### src/rtl/dac_wave_pkg.sv
// Shared constants for the DAC waveform sequencer: mode codes, FSM states and code width.
package dac_wave_pkg;

  localparam int DAC_W = 8;

  localparam logic [1:0] MODE_HOLD = 2'd0;
  localparam logic [1:0] MODE_SAW  = 2'd1;
  localparam logic [1:0] MODE_TRI  = 2'd2;
  localparam logic [1:0] MODE_SQR  = 2'd3;

  typedef enum logic [1:0] {
    ST_IDLE = 2'd0,
    ST_UP   = 2'd1,
    ST_DOWN = 2'd2
  } state_t;

endpackage

### src/rtl/dac_wave_seq_tick_gen.sv
// Sample-rate prescaler: one-cycle tick every TICK_DIV cycles while enabled.
module tick_gen #(
  parameter int TICK_DIV = 100000
) (
  input  logic clk,
  input  logic rst,
  input  logic en,
  output logic tick
);

  localparam int CNT_W = (TICK_DIV > 2) ? $clog2(TICK_DIV) : 1;
  localparam logic [CNT_W-1:0] LAST = CNT_W'(TICK_DIV - 1);

  logic [CNT_W-1:0] tick_cnt;

  assign tick = en && (tick_cnt == LAST);

  always_ff @(posedge clk or posedge rst) begin
    if (rst) begin
      tick_cnt <= '0;
    end else if (!en || tick) begin
      tick_cnt <= '0;
    end else begin
      tick_cnt <= tick_cnt + 1'b1;
    end
  end

endmodule

### src/rtl/dac_wave_seq.sv
// Waveform sequencer driving the DAC code / 7-seg value with hold, sawtooth,
// triangle and square sequences stepped by a programmable sample tick.
module dac_wave_seq
  import dac_wave_pkg::*;
#(
  parameter int TICK_DIV = 100000
) (
  input  logic             clk,
  input  logic             rst,
  input  logic             start,
  input  logic             stop,
  input  logic [1:0]       mode,
  input  logic [DAC_W-1:0] step,
  input  logic [DAC_W-1:0] top,
  output logic [DAC_W-1:0] dac_val,
  output logic             dac_we,
  output logic             busy
);

  state_t           state;
  logic [1:0]       cfg_mode;
  logic [DAC_W-1:0] cfg_step;
  logic [DAC_W-1:0] cfg_top;
  logic             tick;
  logic [DAC_W:0]   sum;

  // Zero step would stall the ramp, so it is promoted to one when latched.
  function automatic logic [DAC_W-1:0] eff_step(input logic [DAC_W-1:0] s);
    return (s == '0) ? DAC_W'(1) : s;
  endfunction

  tick_gen #(
    .TICK_DIV(TICK_DIV)
  ) u_tick_gen (
    .clk  (clk),
    .rst  (rst),
    .en   (busy),
    .tick (tick)
  );

  // One bit of headroom so the ramp never wraps past 255.
  assign sum = {1'b0, dac_val} + {1'b0, cfg_step};

  always_ff @(posedge clk or posedge rst) begin
    if (rst) begin
      state    <= ST_IDLE;
      dac_val  <= '0;
      dac_we   <= 1'b0;
      busy     <= 1'b0;
      cfg_mode <= MODE_HOLD;
      cfg_step <= DAC_W'(1);
      cfg_top  <= '0;
    end else begin
      dac_we <= 1'b0;
      if (stop) begin
        state <= ST_IDLE;
        busy  <= 1'b0;
      end else begin
        case (state)
          ST_IDLE: begin
            if (start) begin
              cfg_mode <= mode;
              cfg_step <= eff_step(step);
              cfg_top  <= top;
              dac_we   <= 1'b1;
              if (mode == MODE_HOLD) begin
                dac_val <= top;
              end else begin
                dac_val <= '0;
                state   <= ST_UP;
                busy    <= 1'b1;
              end
            end
          end
          ST_UP: begin
            if (tick) begin
              dac_we <= 1'b1;
              case (cfg_mode)
                MODE_SAW: begin
                  if (sum > {1'b0, cfg_top}) dac_val <= '0;
                  else                       dac_val <= sum[DAC_W-1:0];
                end
                MODE_TRI: begin
                  if (sum >= {1'b0, cfg_top}) begin
                    dac_val <= cfg_top;
                    state   <= ST_DOWN;
                  end else begin
                    dac_val <= sum[DAC_W-1:0];
                  end
                end
                MODE_SQR: begin
                  dac_val <= cfg_top;
                  state   <= ST_DOWN;
                end
                default: dac_val <= dac_val;
              endcase
            end
          end
          ST_DOWN: begin
            if (tick) begin
              dac_we <= 1'b1;
              if (cfg_mode == MODE_TRI && dac_val > cfg_step) begin
                dac_val <= dac_val - cfg_step;
              end else begin
                dac_val <= '0;
                state   <= ST_UP;
              end
            end
          end
          default: begin
            state <= ST_IDLE;
            busy  <= 1'b0;
          end
        endcase
      end
    end
  end

endmodule
### config.mk
export PLATFORM = sky130hd
export DESIGN_NAME = dac_wave_seq
export DESIGN_NICKNAME = d
export VERILOG_FILES = /design/src/rtl/dac_wave_pkg.sv /design/src/rtl/dac_wave_seq_tick_gen.sv /design/src/rtl/dac_wave_seq.sv
export SDC_FILE = /design/constraint.sdc
export NUM_CORES = 1
export LEC_CHECK = 0
export BUFFER_PORTS_ARGS = -buffer_cell sky130_fd_sc_hd__buf_2
export CAP_MARGIN = 20
export CORE_MARGIN = 1.5
export CORE_UTILIZATION = 40
export DETAILED_ROUTE_END_ITERATION = 7
export PLACE_DENSITY_LB_ADDON = 0.12
export RECOVER_POWER = 100
export SLEW_MARGIN = 30
export SYNTH_ARGS = -nofsm -noshare
export SYNTH_HDL_FRONTEND = slang
export SYNTH_SLANG_ARGS = --single-unit
### constraint.sdc
create_clock -name clk -period 5.2 [get_ports clk]
set_input_delay 0.78 -clock clk [delete_from_list [all_inputs] [get_ports clk]]
set_output_delay 0.78 -clock clk [all_outputs]
set_load 0.01 [all_outputs]
==> metrics, run 1 <==
Post-CTS Hold Fix Bufs 0; Clock Sink Count 47; final slew viol count 48; vias in the first global route 2726; Crit path max-delay family compound AO/OA/AOI/OAI gates; Congestion Overflow GR 0; crit path DAT 4.63 ns; core box area 8258 um^2; antenna diode count 0; Post-Route WL 8192 um; Port Buffers 31; largest net degree at the start of global routing 48; Post-Syn Instances 365; ANT nets after route 0; Worst Path Max Fanout 14; first-pass GRT wire length 13490 um; final hold violations 0; vias per cell 5.307; Tot GR Track Use 0.1934; Yosys warnings 0; IO Count 32; worst-case clock skew 0.01418 ns; most frequent cells in the layout dfrtp_1, nor2_1, ha_1; Place WS 0.9826 ns; post-detail-place hpwl 6381 um; Detailed Routing Iterations Pass 1 4; Multi-input gate area 2043 um^2; initial antenna violation count 0; number of flops mapped to enable cells by yosys 0; Initial Util 0.4141; share of flip-flops with an asynchronous set or reset 1.000; power density cells 731.9 nW/um^2; Worst Hold Class flop to flop; Reg clk slew, reported paths 0.10 ns; Clock Path Buffers 2; status finished, violations left; die width 95.46 um; sequential share of the synthesized area 0.3443; CP cell instances ha_1 > nor3_1 > o31ai_1 > a21oi_1 > or3_1 > nand2_1 > ha_1 > and2_0 > a211oi_1 > a22oi_1 > o31ai_4 > mux2_1 > a221oi_1 > a211oi_2; CTS Buf Count 5; critical path startpoint category flop; failing checks capacitance limit, slew limit; Mapped Nets 419; gp weighted congestion 0.8462; Nets 446; Area Growth Syn to Fin 8.964%; CP endpoint kind flop; CTS tree built; Mean Syn Cell Area 9.369 um^2; slew margin rel. -0.4245; placed insts 490; layout cells sized above 1 0.1476; Netlist cell types 59; Max-cap violations 1; First DRT Iteration DRCs 101; Max Clk Rate 225.4 MHz; CP required 5.39 ns; Worst-Margin Slew 2.125 ns; delay of the slowest critical-path stage 0.59 ns; CP bufs+invs 0; Die H 95.46 um; drt wl/cell 16.45 um; CP max-delay cell o31ai_4; CTS-repair resized insts 0; final worst slack 0.7627 ns; RSZ-0062 raised after global routing false; Max IR drop VDD 0.1785 mV; FILL cells 824; Crit Path Class flop to flop; Pleak 0.001673 uW; fin cells 498; H-tree levels 2; r2r setup slk 0.76 ns; most frequent CP cell ha_1; Via Count 2643; root buffer cell clkbuf_8; worst-skew pair later-pin latency 0.30 ns; top_reg_cell synth dfrtp_1; # setup viols final 0; Mapped Area 3420 um^2; #FFs+latches synth 47; Post-CTS Setup Inserts 0; Hold WS 0.4992 ns; floorplan row count 33; minimum clock period 4.437 ns; DRC viols 0; setup TNS 0 ns; Final Cycle Share 0.8533; DIE AREA 9113 um^2; commonest non-fill, non-tap cell in the layout dfrtp_1; register area 1177 um^2
## Yosys cell counts, drive strengths merged, types with 2 or more instances
library cell | count | area (um^2)
nand3b | 2 | 15.01
nor3 | 9 | 50.05
nand3 | 10 | 55.05
o21bai | 2 | 15.01
xnor2 | 12 | 105.1
mux2 | 19 | 214.0
a2111oi | 3 | 45.05
mux2i | 2 | 20.02
o211ai | 4 | 30.03
fa | 2 | 40.04
xor2 | 11 | 96.34
nand2 | 18 | 70.07
o31ai | 2 | 33.78
a221oi | 4 | 53.80
a211oi | 3 | 27.52
buf | 8 | 45.04
nand2b | 6 | 37.54
nor2 | 43 | 161.4
nor2b | 7 | 43.79
nand4 | 3 | 18.77
and4 | 2 | 17.52
o41ai | 2 | 36.29
dfrtp | 46 | 1151
o211a | 4 | 40.04
o21ai | 16 | 80.08
a21o | 2 | 15.01
or3 | 5 | 31.28
a21oi | 20 | 100.1
nor4 | 5 | 31.28
ha | 30 | 375.4
o21a | 2 | 15.01
and3 | 8 | 50.05
clkbuf | 5 | 18.77
inv | 30 | 112.6
and2 | 4 | 25.02
o22ai | 4 | 25.02
## path summary, 6_finish.rpt
kind | start | depth (start not counted) | endpoint
min in group asynchronous | rst | 2 | u_tick_gen.tick_cnt[10]$_DFF_PP0_
worst max-delay path | dac_val[2]$_DFFE_PP0P_ | 14 | dac_val[7]$_DFFE_PP0P_
max in group asynchronous | rst | 2 | dac_we$_DFF_PP0_
worst max register to register | dac_val[2]$_DFFE_PP0P_ | 14 | dac_val[7]$_DFFE_PP0P_
worst min-delay path | cfg_step[0]$_DFFE_PP1P_ | 2 | cfg_step[0]$_DFFE_PP1P_
worst min register to register | cfg_step[0]$_DFFE_PP1P_ | 2 | cfg_step[0]$_DFFE_PP1P_
## routing by layer
layer  wire length (um)  global-route usage  vias to the layer above
li1                   -                   -                     1335
met1               3787              0.2475                     1259
met2               4015              0.3333                       38
met3                229             0.02951                       11
met4                160             0.06005                        0
met5                  0                   0                        -
## sequential cells by signal, indices dropped and copies added, names as in the netlist
signal and flops:
u_tick_gen.tick_cnt 17, cfg_mode 2, state 2, dac_we 1
dac_val 8, busy 1, cfg_top 8, cfg_step 8
## final cells by class
type	count	area share
multi-input cells	275	0.5484
flip-flops and latches	47	0.3160
repair buffers	33	0.04130
well taps	105	0.03526
inverters	30	0.03056
clock buffers	7	0.02048
clock inverters	1	0.008059
## per-stage QoR
step,power [uW],util,area [um^2]
6_report,2727,0.4512,3726
5_1_grt,2996,0.4512,3726
4_1_cts,2794,0.4570,3774
3_5_place_dp,2507,0.4441,3667
3_3_place_gp,2493,0.4420,3650
2_1_floorplan,2070,-,3420
## kinds of logic after synthesis
kind of cell,Yosys count,share of synthesized area
AND/OR/NAND/NOR,124,0.1855
AO/OA/AOI/OAI,75,0.1698
flip-flops,47,0.3443
buffers and inverters,43,0.05159
adder cells (fa/ha/maj),32,0.1215
XOR/XNOR,23,0.05891
multiplexers,21,0.06842
## report_power, final
group	internal [uW]	switching, uW	leakage (uW)
Clock	144	127	0.0000524
Sequential	485	123	0.000594
Combinational	788	1060	0.00103
Total	1420	1310	0.00167
## tightest hold or removal path: stages, from the launching register on
cell	delay (ns)
dfstp_2	0.39
nand2_1	0.04
o21ai_0	0.07
(Power assumes the default switching activity.)
==> inputs of run 2 (changes only) <==
--- a/config.mk
+++ b/config.mk
@@ -7,11 +7,10 @@
 export LEC_CHECK = 0
 export BUFFER_PORTS_ARGS = -buffer_cell sky130_fd_sc_hd__buf_2
 export CAP_MARGIN = 20
-export CORE_MARGIN = 1.5
+export CORE_MARGIN = 2
 export CORE_UTILIZATION = 40
 export DETAILED_ROUTE_END_ITERATION = 7
 export PLACE_DENSITY_LB_ADDON = 0.12
-export RECOVER_POWER = 100
 export SLEW_MARGIN = 30
 export SYNTH_ARGS = -nofsm -noshare
 export SYNTH_HDL_FRONTEND = slang
==> run 2 against run 1 <==
Effect of this change: global-route usage down 0.27 points; the run now ends clean; clock-buffer cell count unchanged; setup slack better by 0.22 ns; sequential power about the same; core utilization up 0.44 points; sequential share of layout area down 0.30 points; final cell count unchanged; non-clock buffer count unchanged; die area up 2.1%; clock power down 11%; design area up 0.97%.
==> metrics, run 2 (synthesis results as in run 1) <==
status completed; Worst-Margin Slew 0.6345 ns; delay of the slowest critical-path stage 0.59 ns; CP startpoint cfg_step[0]$_DFFE_PP1P_; Detailed Routing Iterations Pass 1 4; r2r setup slk 0.98 ns; Area Growth Syn to Fin 10.03%; CP cell instances ha_1 > inv_1 > fa_1 > nor3_2 > o31ai_2 > a21oi_1 > or3_1 > nand2_1 > ha_1 > and2_1 > a211oi_1 > a22oi_1 > o31ai_4 > mux2_1 > a221oi_2 > a211oi_2; floorplan row count 33; Post-Route WL 8136 um; core box area 8258 um^2; final slew viol count 0; most flop-heavy register u_tick_gen.tick_cnt; Congestion Overflow GR 0; largest net degree at the start of global routing 48; crit path DAT 4.42 ns; Reg clk slew, reported paths 0.10 ns; r2r endpoint dac_val[7]$_DFFE_PP0P_; DIE AREA 9305 um^2; worst-case clock skew 0.01561 ns; first-pass GRT wire length 13490 um; Via Count 2659; max reg flops 17; Max IR drop VDD 0.2150 mV; power density cells 730.0 nW/um^2; layout cells sized above 1 0.1883; hold-critical path endpoint cfg_step[0]$_DFFE_PP1P_; most frequent cells in the layout dfrtp_1, nor2_1, buf_2; placed insts 490; FILL cells 800; post-detail-place hpwl 6264 um; Overall Power 2747 uW; CTS Buf Count 5; Max Clk Rate 237.1 MHz; CTS tree built; vias per cell 5.339; most frequent CP cell ha_1; Max-cap violations 0; CP endpoint kind flop; gp weighted congestion 0.8746; Clock Path Buffers 2; critical path startpoint category flop; First DRT Iteration DRCs 130; slew margin rel. 0.5770; H-tree levels 2; Tot GR Track Use 0.1907; CP max-delay cell o31ai_4; die width 96.46 um; Post-CTS Setup Inserts 0; DRC viols 0; drt wl/cell 16.34 um; initial antenna violation count 0; RR Startpoint cfg_step[0]$_DFFE_PP1P_; ANT nets after route 0; worst-case reg-to-reg path depth 16; Crit Path Class flop to flop; Worst Hold Class flop to flop; commonest non-fill, non-tap cell in the layout dfrtp_1; RSZ-0062 raised after global routing false; Pleak 0.001722 uW; Port Buffers 31; setup TNS 0 ns; IO Count 32; Worst Hold Depth 2; Final Cycle Share 0.8110; final hold violations 0; Clock Sink Count 47; Initial Util 0.4141; hold path start cfg_step[0]$_DFFE_PP1P_; CTS-repair resized insts 0; vias in the first global route 2591; worst-skew pair later-pin latency 0.31 ns; # setup viols final 0; CP required 5.40 ns; minimum clock period 4.217 ns; fin cells 498; Post-CTS Hold Fix Bufs 0; Die H 96.46 um; Nets 446; root buffer cell clkbuf_8; antenna diode count 0; Worst Path Max Fanout 14
## run 2: cell types whose count changed in the layout (fill, tap and decap cells not counted), moves of 2 or more
cell,delta
clkbuf_1,-12
buf_2,+10
and2_0,-3
and2_1,+3
a221oi_1,-2
a221oi_2,+2
## run 2: cell type report
class / count / area [um^2] / area share
sequential: 47 / 1177 / 0.3129
timing repair buffer: 33 / 177.7 / 0.04722
tap: 105 / 131.4 / 0.03492
clock buffer: 7 / 86.33 / 0.02295
inverter: 30 / 115.1 / 0.03060
clock inverter: 1 / 8.758 / 0.002328
multi-input combinational: 275 / 2066 / 0.5491
## run 2: worst max path at each step
stage	slack [ns]	endpoint	cells after the start
4_1_cts	0.99	dac_val[7]$_DFFE_PP0P_	16
6_report	0.98	dac_val[7]$_DFFE_PP0P_	16
5_1_grt	0.61	dac_val[7]$_DFFE_PP0P_	16
3_3_place_gp	1.07	dac_val[7]$_DFFE_PP0P_	16
3_5_place_dp	0.99	dac_val[7]$_DFFE_PP0P_	16
2_1_floorplan	1.51	dac_val[7]$_DFFE_PP0P_	16
## run 2: layer usage
metal  routed length, um  vias up  GRT usage  share of wire
li1                    -     1345          -              -
met1                3866     1279     0.2592           0.48
met2                3914       23     0.3073           0.48
met3                 201       12    0.03413          0.025
met4                 153        0    0.06338          0.019
met5                   0        -          0              0
## run 2: power breakdown
| group | switching, uW | leakage, uW | total (uW) | internal (uW) |
|---|---|---|---|---|
| sequential | 123 | 0.000594 | 608 | 485 |
| clock | 131 | 0.0000484 | 240 | 109 |
| combinational | 1090 | 0.00108 | 1900 | 808 |
| total | 1340 | 0.00172 | 2750 | 1400 |
## run 2: worst max-delay path, delay by kind of cell (launching register included)
| family | cells | cell delay (ns) |
|---|---|---|
| compound gates | 7 | 1.61 |
| fa+ha+maj | 3 | 0.89 |
| buf+inv | 1 | 0.06 |
| flops | 1 | 0.55 |
| mux | 1 | 0.40 |
| simple gates | 4 | 0.59 |
## run 2: per-stage QoR
step / worst slack, ns / cell area [um^2] / utilization / hold slack [ns]
6_report: 0.9827 / 3762 / 0.4556 / 0.4985
3_3_place_gp: 1.068 / 3650 / 0.4420 / 0.4875
2_1_floorplan: 1.506 / 3420 / - / 0.4691
3_5_place_dp: 0.9916 / 3667 / 0.4441 / 0.4899
4_1_cts: 0.9900 / 3762 / 0.4556 / 0.5041
5_1_grt: 0.6057 / 3762 / 0.4556 / 0.5491
==> inputs of run 3 (changes only) <==
==> constraint.sdc (replaced) <==
create_clock -name clk -period 3.5 [get_ports clk]
set_input_delay 0.525 -clock clk [delete_from_list [all_inputs] [get_ports clk]]
set_output_delay 0.525 -clock clk [all_outputs]
set_load 0.01 [all_outputs]
==> run 3 against run 2 <==
Effect of this change: critical path depth fell by 3; hold slack worse by 0.21 ns; register-to-register slack lost 0.98 ns; final cell count up 6.0%; global-route usage grew 0.84 points; core utilization rose by 4.0 points.
==> metrics, run 3 (synthesis results as in run 1) <==
Reg clk slew, reported paths 0.10 ns; CP endpoint kind flop; RR Startpoint dac_val[2]$_DFFE_PP0P_; worst-skew pair later-pin latency 0.31 ns; # setup viols final 0; IO Count 32; most flop-heavy register u_tick_gen.tick_cnt; ANT nets after route 0; Congestion Overflow GR 0; Crit Path Class flop to flop; first-pass GRT wire length 13910 um; root buffer cell clkbuf_8; Port Buffers 31; CP startpoint dac_val[2]$_DFFE_PP0P_; die width 96.46 um; Final Cycle Share 0.9988; CP required 3.66 ns; antenna diode count 0; floorplan row count 33; H-tree levels 2; r2r setup slk 0.004 ns; initial antenna violation count 0; final slew viol count 0; DIE AREA 9305 um^2; drt wl/cell 16.44 um; slew margin rel. 0.4633; Worst-Margin Slew 0.7989 ns; r2r endpoint dac_val[7]$_DFFE_PP0P_; critical path endpoint dac_val[7]$_DFFE_PP0P_; max reg flops 17; commonest non-fill, non-tap cell in the layout dfrtp_1; Max Clk Rate 286.1 MHz; Initial Util 0.4141; DRC viols 0; Worst Path Max Fanout 9; worst-case reg-to-reg path depth 13; Clock Sink Count 47; Nets 476; gp weighted congestion 0.8496; worst-case clock skew 0.006115 ns; Worst Hold Class input port to async pin; Max-cap violations 0; core box area 8258 um^2; Clock Path Buffers 2; Via Count 2801; critical path startpoint category flop; Detailed Routing Iterations Pass 1 4; final hold violations 0; Hold WS 0.2857 ns; status completed; post-detail-place hpwl 6563 um; Die H 96.46 um; CTS Buf Count 5; layout cells sized above 1 0.2955; Area Growth Syn to Fin 19.80%; vias per cell 5.305; largest net degree at the start of global routing 48; Post-CTS Hold Fix Bufs 0; Post-Route WL 8681 um; vias in the first global route 2736; First DRT Iteration DRCs 143; crit path DAT 3.66 ns; Tot GR Track Use 0.1991; RSZ-0062 raised after global routing true; most frequent cells in the layout dfrtp_1, nor2_1, buf_2, buf_4, inv_1; CTS tree built; minimum clock period 3.496 ns
==> run 3: cell types whose count changed in the layout (fill, tap and decap cells not counted), sizes merged <==
| cell | delta |
|---|---|
| buf | +30 |
| clkbuf | -1 |
| clkinv | -1 |
| clkinvlp | +1 |
| inv | +1 |
==> run 3: area by class of cell <==
cell class / count / area [um^2]
fillers: 792 / 4161
flip-flops and latches: 47 / 1177
clock buffers: 6 / 72.57
clock inverters: 2 / 16.27
multi-input cells: 275 / 2185
inverters: 30 / 115.1
well taps: 105 / 131.4
repair buffers: 63 / 399.1
==> run 3: worst min path at each step <==
| stage | to | cells after the start |
|---|---|---|
| 2_1_floorplan | cfg_step[0]$_DFFE_PP1P_ | 2 |
| 3_3_place_gp | cfg_top[1]$_DFFE_PP0P_ | 1 |
| 3_5_place_dp | cfg_top[3]$_DFFE_PP0P_ | 1 |
| 4_1_cts | dac_val[3]$_DFFE_PP0P_ | 2 |
| 5_1_grt | u_tick_gen.tick_cnt[10]$_DFF_PP0_ | 2 |
| 6_report | u_tick_gen.tick_cnt[11]$_DFF_PP0_ | 2 |
==> run 3: worst max-delay path, cell delays in order, from the launching register on <==
cell	delay, ns
dfrtp_1	0.39
ha_1	0.31
buf_4	0.18
or3_1	0.37
o211ai_1	0.20
xnor2_1	0.19
ha_1	0.29
o21a_1	0.18
o21ai_0	0.19
a22oi_2	0.14
o31ai_4	0.24
mux2_4	0.33
a221oi_2	0.29
a211oi_2	0.05
==> run 3: timing repair <==
item                       in CTS  in global routing
resized for setup              12                 12
pin swaps                       0                  8
buffers inserted                5                  3
setup endpoints to repair       8                 10
==> run 3: per-layer routing <==
metal	share of wire	track usage	vias to the layer above	routed length (um)
li1	-	-	1399	-
met1	0.47	0.2740	1349	4111
met2	0.47	0.3206	42	4095
met3	0.037	0.03646	11	321
met4	0.018	0.05869	0	153
met5	0	0	-	0
==> run 3: stage by stage <==
stage               setup slack, ns  instances  area (um^2)  setup TNS [ns]    util
global route                -0.1435        528         4096         -0.4808  0.4961
CTS                        -0.02254        525         4021        -0.02254  0.4870
finish                     0.004358        528         4096               0  0.4961
detailed placement          -0.1164        512         3847         -0.3510  0.4659
floorplan                   0.01179        365         3451               0       -
global placement           -0.09143        512         3845         -0.1477  0.4656
Power of run 3 is not shown: default switching activity piles up to over one toggle a cycle in this logic, so the estimate is an artifact.
